### src/rtl/pipeline_hazard_ctrl_pkg.sv
`default_nettype none
// ============================================================================
// Module  : pipeline_hazard_ctrl_pkg
// Brief   : Shared state encoding and stage indices for the hazard controller
// Revision: 1.0  initial release
// ============================================================================
package pipeline_hazard_ctrl_pkg;

  localparam logic [1:0] ST_RUN      = 2'd0;
  localparam logic [1:0] ST_MEM_WAIT = 2'd1;
  localparam logic [1:0] ST_HALT     = 2'd2;

  // Bit index into en/clear for each pipeline register
  localparam int PS1 = 0;  // IF/ID
  localparam int PS2 = 1;  // ID/EX
  localparam int PS3 = 2;  // EX/MEM
  localparam int PS4 = 3;  // MEM/WB

  localparam int MEM_LAT_DEFAULT = 2;

endpackage
`default_nettype wire

### src/rtl/pipeline_hazard_ctrl_event_counter.sv
`default_nettype none
// ============================================================================
// Module  : event_counter
// Brief   : Wrapping event counter with increment strobe
// Revision: 1.0  initial release
// ============================================================================
module event_counter #(
  parameter int CNT_W = 32
) (
  input  logic             clk,
  input  logic             rst_n,
  input  logic             i_inc,
  output logic [CNT_W-1:0] o_count
);

  logic [CNT_W-1:0] r_count;

  always_ff @(posedge clk or negedge rst_n) begin
    if (!rst_n) begin
      r_count <= '0;
    end else if (i_inc) begin
      r_count <= r_count + 1'b1;
    end
  end

  assign o_count = r_count;

endmodule
`default_nettype wire

### src/rtl/pipeline_hazard_ctrl.sv
`default_nettype none
// ============================================================================
// Module  : pipeline_hazard_ctrl
// Brief   : Stall/flush/freeze/halt controller for the 5-stage pipeline
// Revision: 1.0  initial release
// ============================================================================
module pipeline_hazard_ctrl
  import pipeline_hazard_ctrl_pkg::*;
#(
  parameter int MEM_LAT = MEM_LAT_DEFAULT,
  parameter int CNT_W   = 32
) (
  input  logic             clk,
  input  logic             rst_n,
  input  logic [4:0]       id_rs,
  input  logic [4:0]       id_rt,
  input  logic             id_use_rs,
  input  logic             id_use_rt,
  input  logic             ex_r_datamem,
  input  logic             ex_regfile_w_en,
  input  logic [4:0]       ex_regfile_req_w,
  input  logic             ex_is_branch,
  input  logic             ex_mispredict,
  input  logic             mem_req,
  input  logic             halt_req,
  input  logic             resume,
  output logic             pc_en,
  output logic [3:0]       en,
  output logic [3:0]       clear,
  output logic             halted,
  output logic [CNT_W-1:0] stall_cnt,
  output logic [CNT_W-1:0] flush_cnt,
  output logic [CNT_W-1:0] branch_cnt
);

  localparam int             CW         = $clog2(MEM_LAT) + 1;
  localparam logic           c_MULTI    = (MEM_LAT > 1);
  localparam logic [CW-1:0]  c_CNT_LOAD = (MEM_LAT > 1) ? CW'(MEM_LAT - 2) : '0;

  logic [1:0]    r_state;
  logic [CW-1:0] r_cnt;
  logic          r_wait_done;

  logic w_mem_start;
  logic w_freeze;
  logic w_mispredict;
  logic w_load_use;

  assign w_mem_start  = (r_state == ST_RUN) & mem_req & ~r_wait_done & c_MULTI;
  assign w_mispredict = ex_is_branch & ex_mispredict;
  assign w_load_use   = ex_r_datamem & ex_regfile_w_en & (ex_regfile_req_w != 5'd0) &
                        ((id_use_rs & (id_rs == ex_regfile_req_w)) |
                         (id_use_rt & (id_rt == ex_regfile_req_w)));

  always_comb begin
    w_freeze = 1'b1;
    case (r_state)
      ST_RUN:      w_freeze = w_mem_start;
      ST_MEM_WAIT: w_freeze = (r_cnt != '0);
      default:     w_freeze = 1'b1;
    endcase
  end

  always_comb begin
    pc_en = 1'b0;
    en    = 4'b0000;
    clear = 4'b0000;
    if (!w_freeze) begin
      if (w_mispredict) begin
        pc_en      = 1'b1;
        en         = 4'b1111;
        clear[PS1] = 1'b1;
        clear[PS2] = 1'b1;
      end else if (w_load_use) begin
        // Hold PC and IF/ID, inject a bubble into ID/EX
        en         = 4'b1111;
        en[PS1]    = 1'b0;
        clear[PS2] = 1'b1;
      end else begin
        pc_en = 1'b1;
        en    = 4'b1111;
      end
    end
  end

  assign halted = (r_state == ST_HALT);

  always_ff @(posedge clk or negedge rst_n) begin
    if (!rst_n) begin
      r_state     <= ST_RUN;
      r_cnt       <= '0;
      r_wait_done <= 1'b0;
    end else begin
      case (r_state)
        ST_RUN: begin
          if (w_mem_start) begin
            r_cnt   <= c_CNT_LOAD;
            r_state <= ST_MEM_WAIT;
          end else begin
            r_wait_done <= 1'b0;
            if (halt_req) r_state <= ST_HALT;
          end
        end
        ST_MEM_WAIT: begin
          if (r_cnt != '0) begin
            r_cnt <= r_cnt - 1'b1;
          end else begin
            // Blocks the still-asserted mem_req from restarting the wait
            r_wait_done <= 1'b1;
            r_state     <= halt_req ? ST_HALT : ST_RUN;
          end
        end
        ST_HALT: begin
          if (resume) r_state <= ST_RUN;
        end
        default: r_state <= ST_RUN;
      endcase
    end
  end

  logic w_stall_inc;
  logic w_flush_inc;
  logic w_branch_inc;

  assign w_stall_inc  = ~pc_en & ~halted;
  assign w_flush_inc  = ~w_freeze & w_mispredict;
  assign w_branch_inc = ~w_freeze & ex_is_branch;

  event_counter #(.CNT_W(CNT_W)) u_stall_cnt (
    .clk     (clk),
    .rst_n   (rst_n),
    .i_inc   (w_stall_inc),
    .o_count (stall_cnt)
  );

  event_counter #(.CNT_W(CNT_W)) u_flush_cnt (
    .clk     (clk),
    .rst_n   (rst_n),
    .i_inc   (w_flush_inc),
    .o_count (flush_cnt)
  );

  event_counter #(.CNT_W(CNT_W)) u_branch_cnt (
    .clk     (clk),
    .rst_n   (rst_n),
    .i_inc   (w_branch_inc),
    .o_count (branch_cnt)
  );

endmodule
`default_nettype wire

### config.mk
export PLATFORM = sky130hd
export DESIGN_NAME = pipeline_hazard_ctrl
export DESIGN_NICKNAME = d
export VERILOG_FILES = /design/src/rtl/pipeline_hazard_ctrl_pkg.sv /design/src/rtl/pipeline_hazard_ctrl_event_counter.sv /design/src/rtl/pipeline_hazard_ctrl.sv
export SDC_FILE = /design/constraint.sdc
export NUM_CORES = 1
export LEC_CHECK = 0
export CAP_MARGIN = 5
export CORE_ASPECT_RATIO = 0.6
export CORE_UTILIZATION = 30
export CTS_CLUSTER_SIZE = 40
export DETAILED_ROUTE_END_ITERATION = 10
export HOLD_SLACK_MARGIN = 0.06
export SYNTH_ARGS = -nofsm -noshare
export SYNTH_HDL_FRONTEND = slang
export SYNTH_SLANG_ARGS = --single-unit
### constraint.sdc
create_clock -name clk -period 5.48 [get_ports clk]
set_clock_uncertainty 0.1 [all_clocks]
set_input_delay 0.548 -clock clk [delete_from_list [all_inputs] [get_ports clk]]
set_output_delay 0.548 -clock clk [all_outputs]
set_load 0.01 [all_outputs]
**Word-level counts from Yosys, hierarchy flattened**

Cells that the tools add are included.

- Bits in registers: 101
- Latch bits: 0
- RAM bits: 0
- ROM bits: 0
- Memories kept: 0

- Add/subtract/negate cells: 4
- Multiply operators: 0
- Div/mod/pow operators: 0
- Order comparisons: 0
- Equality and inequality tests: 10
- Shifts and indexed selects: 0
- Mux-type cells: 23
- Bitwise logic cells: 16
- Reduce and logical (&&, ||, !) cells: 7

Operators by type and width:

| cell | number |
|---|---|
| adder 32 x 1 -> 32 bit (second input constant) | 3 |
| 2-to-1 mux 2 bit | 8 |
| AND 1 bit | 11 |
| equality test 5 bit | 2 |
| 2-to-1 mux 1 bit | 10 |
| inequality test 2 bit (second input constant) | 5 |
| AND reduction 3 bit | 3 |
| case mux 2 bit (3 select lines) | 1 |
| nonzero test 5 bit | 1 |
| 2-to-1 mux 4 bit | 1 |
| NOT 1 bit | 4 |
| case mux 1 bit (2 select lines) | 2 |
| case mux 2 bit (2 select lines) | 1 |
| nonzero test 2 bit | 2 |
| inequality test 3 bit (second input constant) | 1 |
| equality test 2 x 1 -> 1 bit (second input constant) | 1 |
| equality test 2 bit (second input constant) | 1 |
| zero test 2 bit | 1 |
| subtractor 2 x 1 -> 2 bit (second input constant) | 1 |
| bitwise OR 1 bit | 1 |

**Depth between registers and ports, before layout**

Gate-level depths: netlist of run 1.

- Word-level depth: 9
- Depth in mapped cells: 9

**Modules after synthesis**

From an unflattened synthesis of run 1, not the netlist that was laid out.

- Cells, all modules: 431
- Area total of the unflattened synthesis: 4,877.2 µm²

Modules (own cells, without submodules):

| module | instances | cells an instance | area an instance (µm²) |
|---|---|---|---|
| event_counter | 3 | 123 | 1,448.9 |
| pipeline_hazard_ctrl | 1 | 62 | 530.5 |

**Worst setup path after synthesis of run 1**

OpenSTA, ideal clock, no wires.

- Kind: input to output
- From: input ex_regfile_req_w[0]
- To: output en[0]
- Arrival: 1.854 ns
- Required time: 4.832 ns
- Setup slack: 2.978 ns
- Cell stages on the path: 5
- Cell sequence: or3_1 -> o311a_1 -> a31oi_1 -> buf_2 -> buf_4

- Word-level cells in the longest chain between the ends: 7
- Elaborated cells between the ends (all ways): 11
- Those cells by class: eq/ne: 2; mux: 3; bitwise: 5; reduce/logical: 1

Ends and longest elaborated chain:

| what | RTL line | text |
|---|---|---|
| start: declaration | pipeline_hazard_ctrl.sv:21 | `input logic [4:0] ex_regfile_req_w,` |
| equality test 5 bit (on tied branches) | pipeline_hazard_ctrl.sv:52, pipeline_hazard_ctrl.sv:53 |  |
| AND 1 bit (on tied branches) | pipeline_hazard_ctrl.sv:52, pipeline_hazard_ctrl.sv:53 |  |
| bitwise OR 1 bit | pipeline_hazard_ctrl.sv:52 | `((id_use_rs & (id_rs == ex_regfile_req_w)) \|` |
| AND 1 bit * | pipeline_hazard_ctrl.sv:51 | `assign w_load_use = ex_r_datamem & ex_regfile_w_en & (ex_regfile_req_w != 5'd0) &` |
| 2-to-1 mux 1 bit * | pipeline_hazard_ctrl.sv:74 | `end else if (w_load_use) begin` |
| 2-to-1 mux 1 bit * | pipeline_hazard_ctrl.sv:69 | `if (w_mispredict) begin` |
| 2-to-1 mux 4 bit * | pipeline_hazard_ctrl.sv:68 | `if (!w_freeze) begin` |
| end: declaration | pipeline_hazard_ctrl.sv:28 | `output logic [3:0] en,` |

Mark *: on every way between the ends. The rest lies on a longest branch, timed or not.

**Worst setup path in the final report of run 1**

Same ends and word-level chain as after synthesis.

==> results_dict.tcl, run 1 <==
set metrics [dict create \
    vias 3695 \
    worst_hold_slack_ns 0.0993 \
    drv_slew 0 \
    core_area_mm2 0.0156 \
    syn_inst 451 \
    tns_ns 0 \
    post-cts-setup-buffers 0 \
    cts_tree "done" \
    yosysWarnings 0 \
    ys_ff_latch 101 \
    postCtsHoldBufs 0 \
    cts_buffer_depth 2 \
    drv_cap 0 \
    cts.repair.resized 0 \
    layout.nets 607 \
    cts_made_buffers 9 \
    synth-compound-area-share_pct 1.56 \
    rsz0062_at_grt "no" \
    finalHoldViolCount 0 \
    p_sw_mw 0.727 \
    crit_type "input pin to primary output" \
    rows 35 \
    syn_avg_cell_area_um2 10.8 \
    outcome "finished, final reports clean" \
    seq_area_frac_synth_pct 51.7 \
    min_path_type "input pin to async pin" \
    netSwitchingFraction_pct 33.4 \
    p_leak_nw 2.73 \
    dr.first_iter.drc_count 237 \
    critPathMaxFanout 33 \
    die_area_mm2 0.0168 \
    grt_pass1_vias 3617 \
    layout-drive-gt1-share_pct 6.53 \
    routed_wl_mm 11.7 \
    startpoint_type "input pin" \
    synth_area_mm2 0.00489 \
    wl_per_cell_um 14.9 \
    crit_required_ns 4.83 \
    clk_latency_ns 0.34 \
    synth_top_family_by_area "simple AND/OR/NAND/NOR gates" \
    synthXorXnorAreaFrac_pct 18.5 \
    peakVddDrop_v 0.000148 \
    critPathCaptureType "primary output" \
    die_h_um 101 \
    viasPerCell 4.71 \
    io_pins 132 \
    portBuffers 129 \
    gp_congestion 0.827 \
    overflow 0 \
    setup_viol 0 \
    clkTransAtPathRegs_ns 0.07 \
    clock_sinks 101 \
    cts_root_buf "clkbuf_16" \
    fmax_mhz 277 \
    synth_mux_area_share_pct 0.691 \
    yosysUniqueCellTypes 43 \
    clockPowerShare_pct 28.2 \
    cts_htree_levels 3 \
    post-route-period-util_pct 66.0 \
    num_antenna_cells 0 \
    min_period_ns 3.62 \
    initial_core_util_pct 31.3 \
    synthAdderAreaFrac_pct 1.02 \
    die_w_um 167 \
    comb_power_share_pct 28.5 \
    worst_pin_slew_ns 0.717 \
    grt_use_total_pct 14.5 \
    drt_first_pass_iters 4 \
    syn_to_final_growth_pct 35.9 \
    ant_nets 0 \
    cp.arrival_ns 2.97 \
    drc 0 \
    power_per_cell_area_mw_per_mm2 328 \
    internal_power_mw 1.45 \
    grt_pass1_wl_mm 19.2 \
    antenna_found_initial 0 \
    synthSimpleGateAreaFrac_pct 23.2 \
    grt_max_degree 57 \
    dpl.hpwl_mm 8.61 \
    max_slew_margin_pct 52.2 \
    power_frac_seq_pct 43.4 \
    fillers 1452 \
]
-- worst max-delay path: stages --
cell	delay, ns
clkdlybuf4s50_1	0.46
or3_1	0.40
o311a_1	0.35
a31oi_4	0.19
buf_4	0.39
clkdlybuf4s50_1	0.62
-- flip-flops by register name (all words and copies together), names as in the netlist --
name,flops
u_branch_cnt.o_count,32
u_flush_cnt.o_count,32
u_stall_cnt.o_count,32
r_cnt,2
r_state,2
r_wait_done,1
-- final timing paths --
| kind | cells past startpoint | to | slack (ns) | startpoint |
|---|---|---|---|---|
| worst min-delay path | 1 | u_flush_cnt.o_count[25] | 0.1 | rst_n |
| worst min register to register | 1 | u_flush_cnt.o_count[31] | 0.37 | u_flush_cnt.o_count[31] |
| worst max register to register | 8 | u_flush_cnt.o_count[24] | 2.82 | r_cnt[0] |
| worst max-delay path | 6 | en[0] | 1.86 | ex_regfile_req_w[0] |
| min in group clk | 1 | u_flush_cnt.o_count[31] | 0.37 | u_flush_cnt.o_count[31] |
| max in group asynchronous | 2 | r_wait_done | 4.04 | rst_n |
-- logic make-up after synthesis --
| logic type | after synthesis |
|---|---|
| and+or+nand+nor | 195 |
| xor gates and xnor gates | 103 |
| DFF | 101 |
| buffers and inverters | 32 |
| AOI/OAI and AO/OA | 12 |
| adders and majority gates | 4 |
| muxes | 3 |
| other | 1 |
-- placed cells by master (no fill, tap or decap), types with 2 or more instances in the layout --
cell             instances
a21oi_1                  4
and2_1                   6
and3_1                  13
and4_1                   7
buf_4                    3
clkbuf_16                9
clkdlybuf4s50_1        128
clkinvlp_4               2
conb_1                   2
dfrtp_1                101
ha_1                     4
inv_1                   15
inv_6                    2
mux2_2                   3
nand2_1                 40
nand2b_1                 2
nand3_1                 28
nand3_2                  2
nand4_1                 20
nor2_1                  25
nor3_1                  18
nor3b_1                  3
nor4_1                  12
nor4_2                   5
nor4b_1                  2
nor4b_4                  2
o21ai_0                  2
o22ai_1                  2
or3_1                    2
xnor2_1                 45
xor2_1                  58
-- layer usage --
layer | global-route usage [%] | up-vias | share of wire (%) | routed length, um
met5 | 0 | - | 0 | 0
met4 | 3.77 | 0 | 0.96 | 113
met3 | 4.08 | 13 | 4.8 | 566
met2 | 20.7 | 104 | 40 | 4750
met1 | 21.4 | 1781 | 54 | 6300
li1 | - | 1797 | - | -
-- power by group through the flow --
stage	clock, mW	sequential, mW	combinational [mW]
detailed placement	0	0.956	0.623
global placement	0	0.951	0.612
global route	0.673	0.960	0.677
CTS	0.636	0.943	0.626
floorplan	0	0.954	0.322
finish	0.614	0.944	0.620
-- cells in the mapped netlist, drive strengths merged --
cell type  number  share of area [%]
dfrtp         101                 52
xor2           58                 10
xnor2          45                8.1
nand2          40                3.1
nand3          30                3.3
nor2           25                1.9
nand4          21                2.8
nor3           18                1.8
nor4           18                3.3
buf            16                2.0
inv            15                1.2
and3           14                1.8
and2            7               0.95
and4            7                1.3
a21oi           4               0.41
ha              4                1.0
nor4b           4                1.3
mux2            3               0.69
nor3b           3               0.46
nand2b          2               0.26
o21ai           2               0.20
o22ai           2               0.26
or3             2               0.26
a31o            1               0.18
a31oi           1               0.13
and3b           1               0.18
clkbuf          1              0.077
conb            1              0.077
nand3b          1               0.15
nor2b           1               0.13
o311a           1               0.20
o41ai           1               0.18
or4             1               0.23
-- area by class of cell --
cell class | count | area, um2 | area share [%]
Clock buffer | 9 | 225 | 3.39
Timing Repair Buffer | 131 | 1300 | 19.6
Tap cell | 203 | 254 | 3.82
Multi-Input combinational cell | 319 | 2220 | 33.4
Sequential cell | 101 | 2530 | 38.0
Clock inverter | 7 | 57.6 | 0.866
Inverter | 15 | 56.3 | 0.848
-- through the flow --
stage	utilization [%]	setup WS, ns	area, um2	power, mW	instances
6_report	42.5	1.86	6640	2.18	785
4_1_cts	42.5	1.87	6640	2.20	785
2_1_floorplan	-	2.98	4890	1.28	452
3_5_place_dp	40.7	1.89	6360	1.58	769
5_1_grt	42.5	1.78	6640	2.31	785
3_3_place_gp	40.7	1.88	6360	1.56	769
Note: power is estimated with default switching activity, not from simulation.
==> inputs of run 2 (changes only) <==
==> constraint.sdc (replaced) <==
create_clock -name clk -period 3.2 [get_ports clk]
set_clock_uncertainty 0.1 [all_clocks]
set_input_delay 0.32 -clock clk [delete_from_list [all_inputs] [get_ports clk]]
set_output_delay 0.32 -clock clk [all_outputs]
set_load 0.01 [all_outputs]
==> results_dict.tcl, run 2 (same netlist as run 1, synthesis figures left out) <==
set metrics [dict create \
    grt_max_degree 83 \
    gp_congestion 0.808 \
    die_area_mm2 0.0168 \
    min_path_type "input pin to async pin" \
    core_area_mm2 0.0156 \
    vias 3733 \
    die_h_um 101 \
    ant_nets 0 \
    final_common_cell "clkdlybuf4s50_1" \
    critPathMaxFanout 5 \
    cts_htree_levels 3 \
    fillers 1474 \
    drc 0 \
    r2r_setup_slack_ns 0.60 \
    fin_ws_ns 0.347 \
    sequential_cell_area_mm2 0.00253 \
    antenna_found_initial 0 \
    met2_usage_pct 21.2 \
    critPathCaptureType "primary output" \
    top_usage_layer "met1" \
    post-cts-setup-buffers 0 \
    r2r_end "u_flush_cnt.o_count[25]" \
    clkTransAtPathRegs_ns 0.07 \
    rsz0062_at_grt "no" \
    drv_cap 0 \
    fmax_mhz 351 \
    min_period_ns 2.85 \
    syn_to_final_growth_pct 36.8 \
    post-route-period-util_pct 89.1 \
    cts_buffer_depth 2 \
    die_w_um 167 \
    initial_core_util_pct 31.3 \
    cp.arrival_ns 2.43 \
    fin_util_pct 42.8 \
    cts_made_buffers 9 \
    drv_slew 0 \
    routed_wl_mm 11.7 \
    tns_ns 0 \
    p_leak_nw 2.75 \
    peakVddDrop_v 0.000297 \
    grt_use_total_pct 14.7 \
    io_pins 132 \
    max_slew_margin_pct 30.0 \
    use_met1_pct 21.7 \
    clock_sinks 101 \
    worst_pin_slew_ns 1.05 \
    wl_per_cell_um 14.8 \
    power_per_cell_area_mw_per_mm2 568 \
    rows 35 \
    grt_pass1_wl_mm 19.5 \
    grt_util_met3_pct 3.77 \
    portBuffers 129 \
    multi_input_area_mm2 0.00222 \
    cts_root_buf "clkbuf_16" \
    crit_type "register to primary output" \
    dr.first_iter.drc_count 199 \
    finalHoldViolCount 0 \
    drt_first_pass_iters 4 \
    setup_viol 0 \
    crit_required_ns 2.78 \
    reg2reg_depth 9 \
    cts.repair.resized 0 \
    outcome "finished, final reports clean" \
    postCtsHoldBufs 0 \
    dpl.hpwl_mm 8.64 \
    overflow 0 \
    layout-drive-gt1-share_pct 7.01 \
    final_cell_mix "128 x clkdlybuf4s50_1, 101 x dfrtp_1, 58 x xor2_1, 45 x xnor2_1, 40 x nand2_1" \
    num_antenna_cells 0 \
    startpoint_type "register" \
    dp_slack_ns 0.220 \
    clk_latency_ns 0.34 \
    layout.nets 611 \
    grt_pass1_vias 3647 \
    cts_tree "done" \
    viasPerCell 4.74 \
    r2r_start "r_cnt[0]" \
]
==> run 2: stage by stage <==
step	instance area [um2]	hold slack [ns]	cells	total power, mW
after detailed placement	6370	0.369	771	2.71
after floorplan	4890	-0.0756	452	2.19
final	6690	0.0537	788	3.80
after CTS	6670	0.0974	786	3.85
after global routing	6690	0.134	788	4.02
after global placement	6370	0.356	771	2.68
==> run 2: final cells by class <==
cell class                 instances  share of cell area (%)
clock buffer                       9                    3.37
multi-input combinational        319                    33.2
timing repair buffer             135                    19.9
sequential                       101                    37.8
inverter                          15                   0.842
clock inverter                     6                    1.09
tap                              203                    3.80
==> run 2: worst max-delay path by stage <==
stage	from	endpoint	slack [ns]	cells past startpoint
after floorplan	r_cnt[0]	u_flush_cnt.o_count[24]	1.01	9
after global placement	ex_regfile_req_w[0]	u_stall_cnt.o_count[1]	0.28	7
after detailed placement	ex_regfile_req_w[0]	u_stall_cnt.o_count[1]	0.22	7
after CTS	r_cnt[0]	clear[1]	0.11	7
after global routing	r_cnt[0]	clear[1]	0.17	8
final	r_cnt[0]	clear[1]	0.35	7
==> run 2: per-layer routing <==
layer	share of wire, %	vias to the layer above
met3	5.3	12
li1	-	1806
met5	0	-
met2	41	111
met1	53	1804
met4	0.89	0
==> run 2: worst max-delay path, stage by stage (launching register included) <==
cell	delay (ns)
dfrtp_1	0.40
inv_1	0.08
ha_1	0.24
nor2b_1	0.11
nor4b_4	0.33
and2_1	0.26
a31o_2	0.13
clkdlybuf4s50_1	0.54
==> run 2: report_power, final <==
part           switching, mW  leakage, nW  internal [mW]  total (mW)
sequential             0.190         1.24           1.42        1.61
combinational          0.544         1.37          0.538        1.08
clock                  0.495        0.136          0.610        1.11
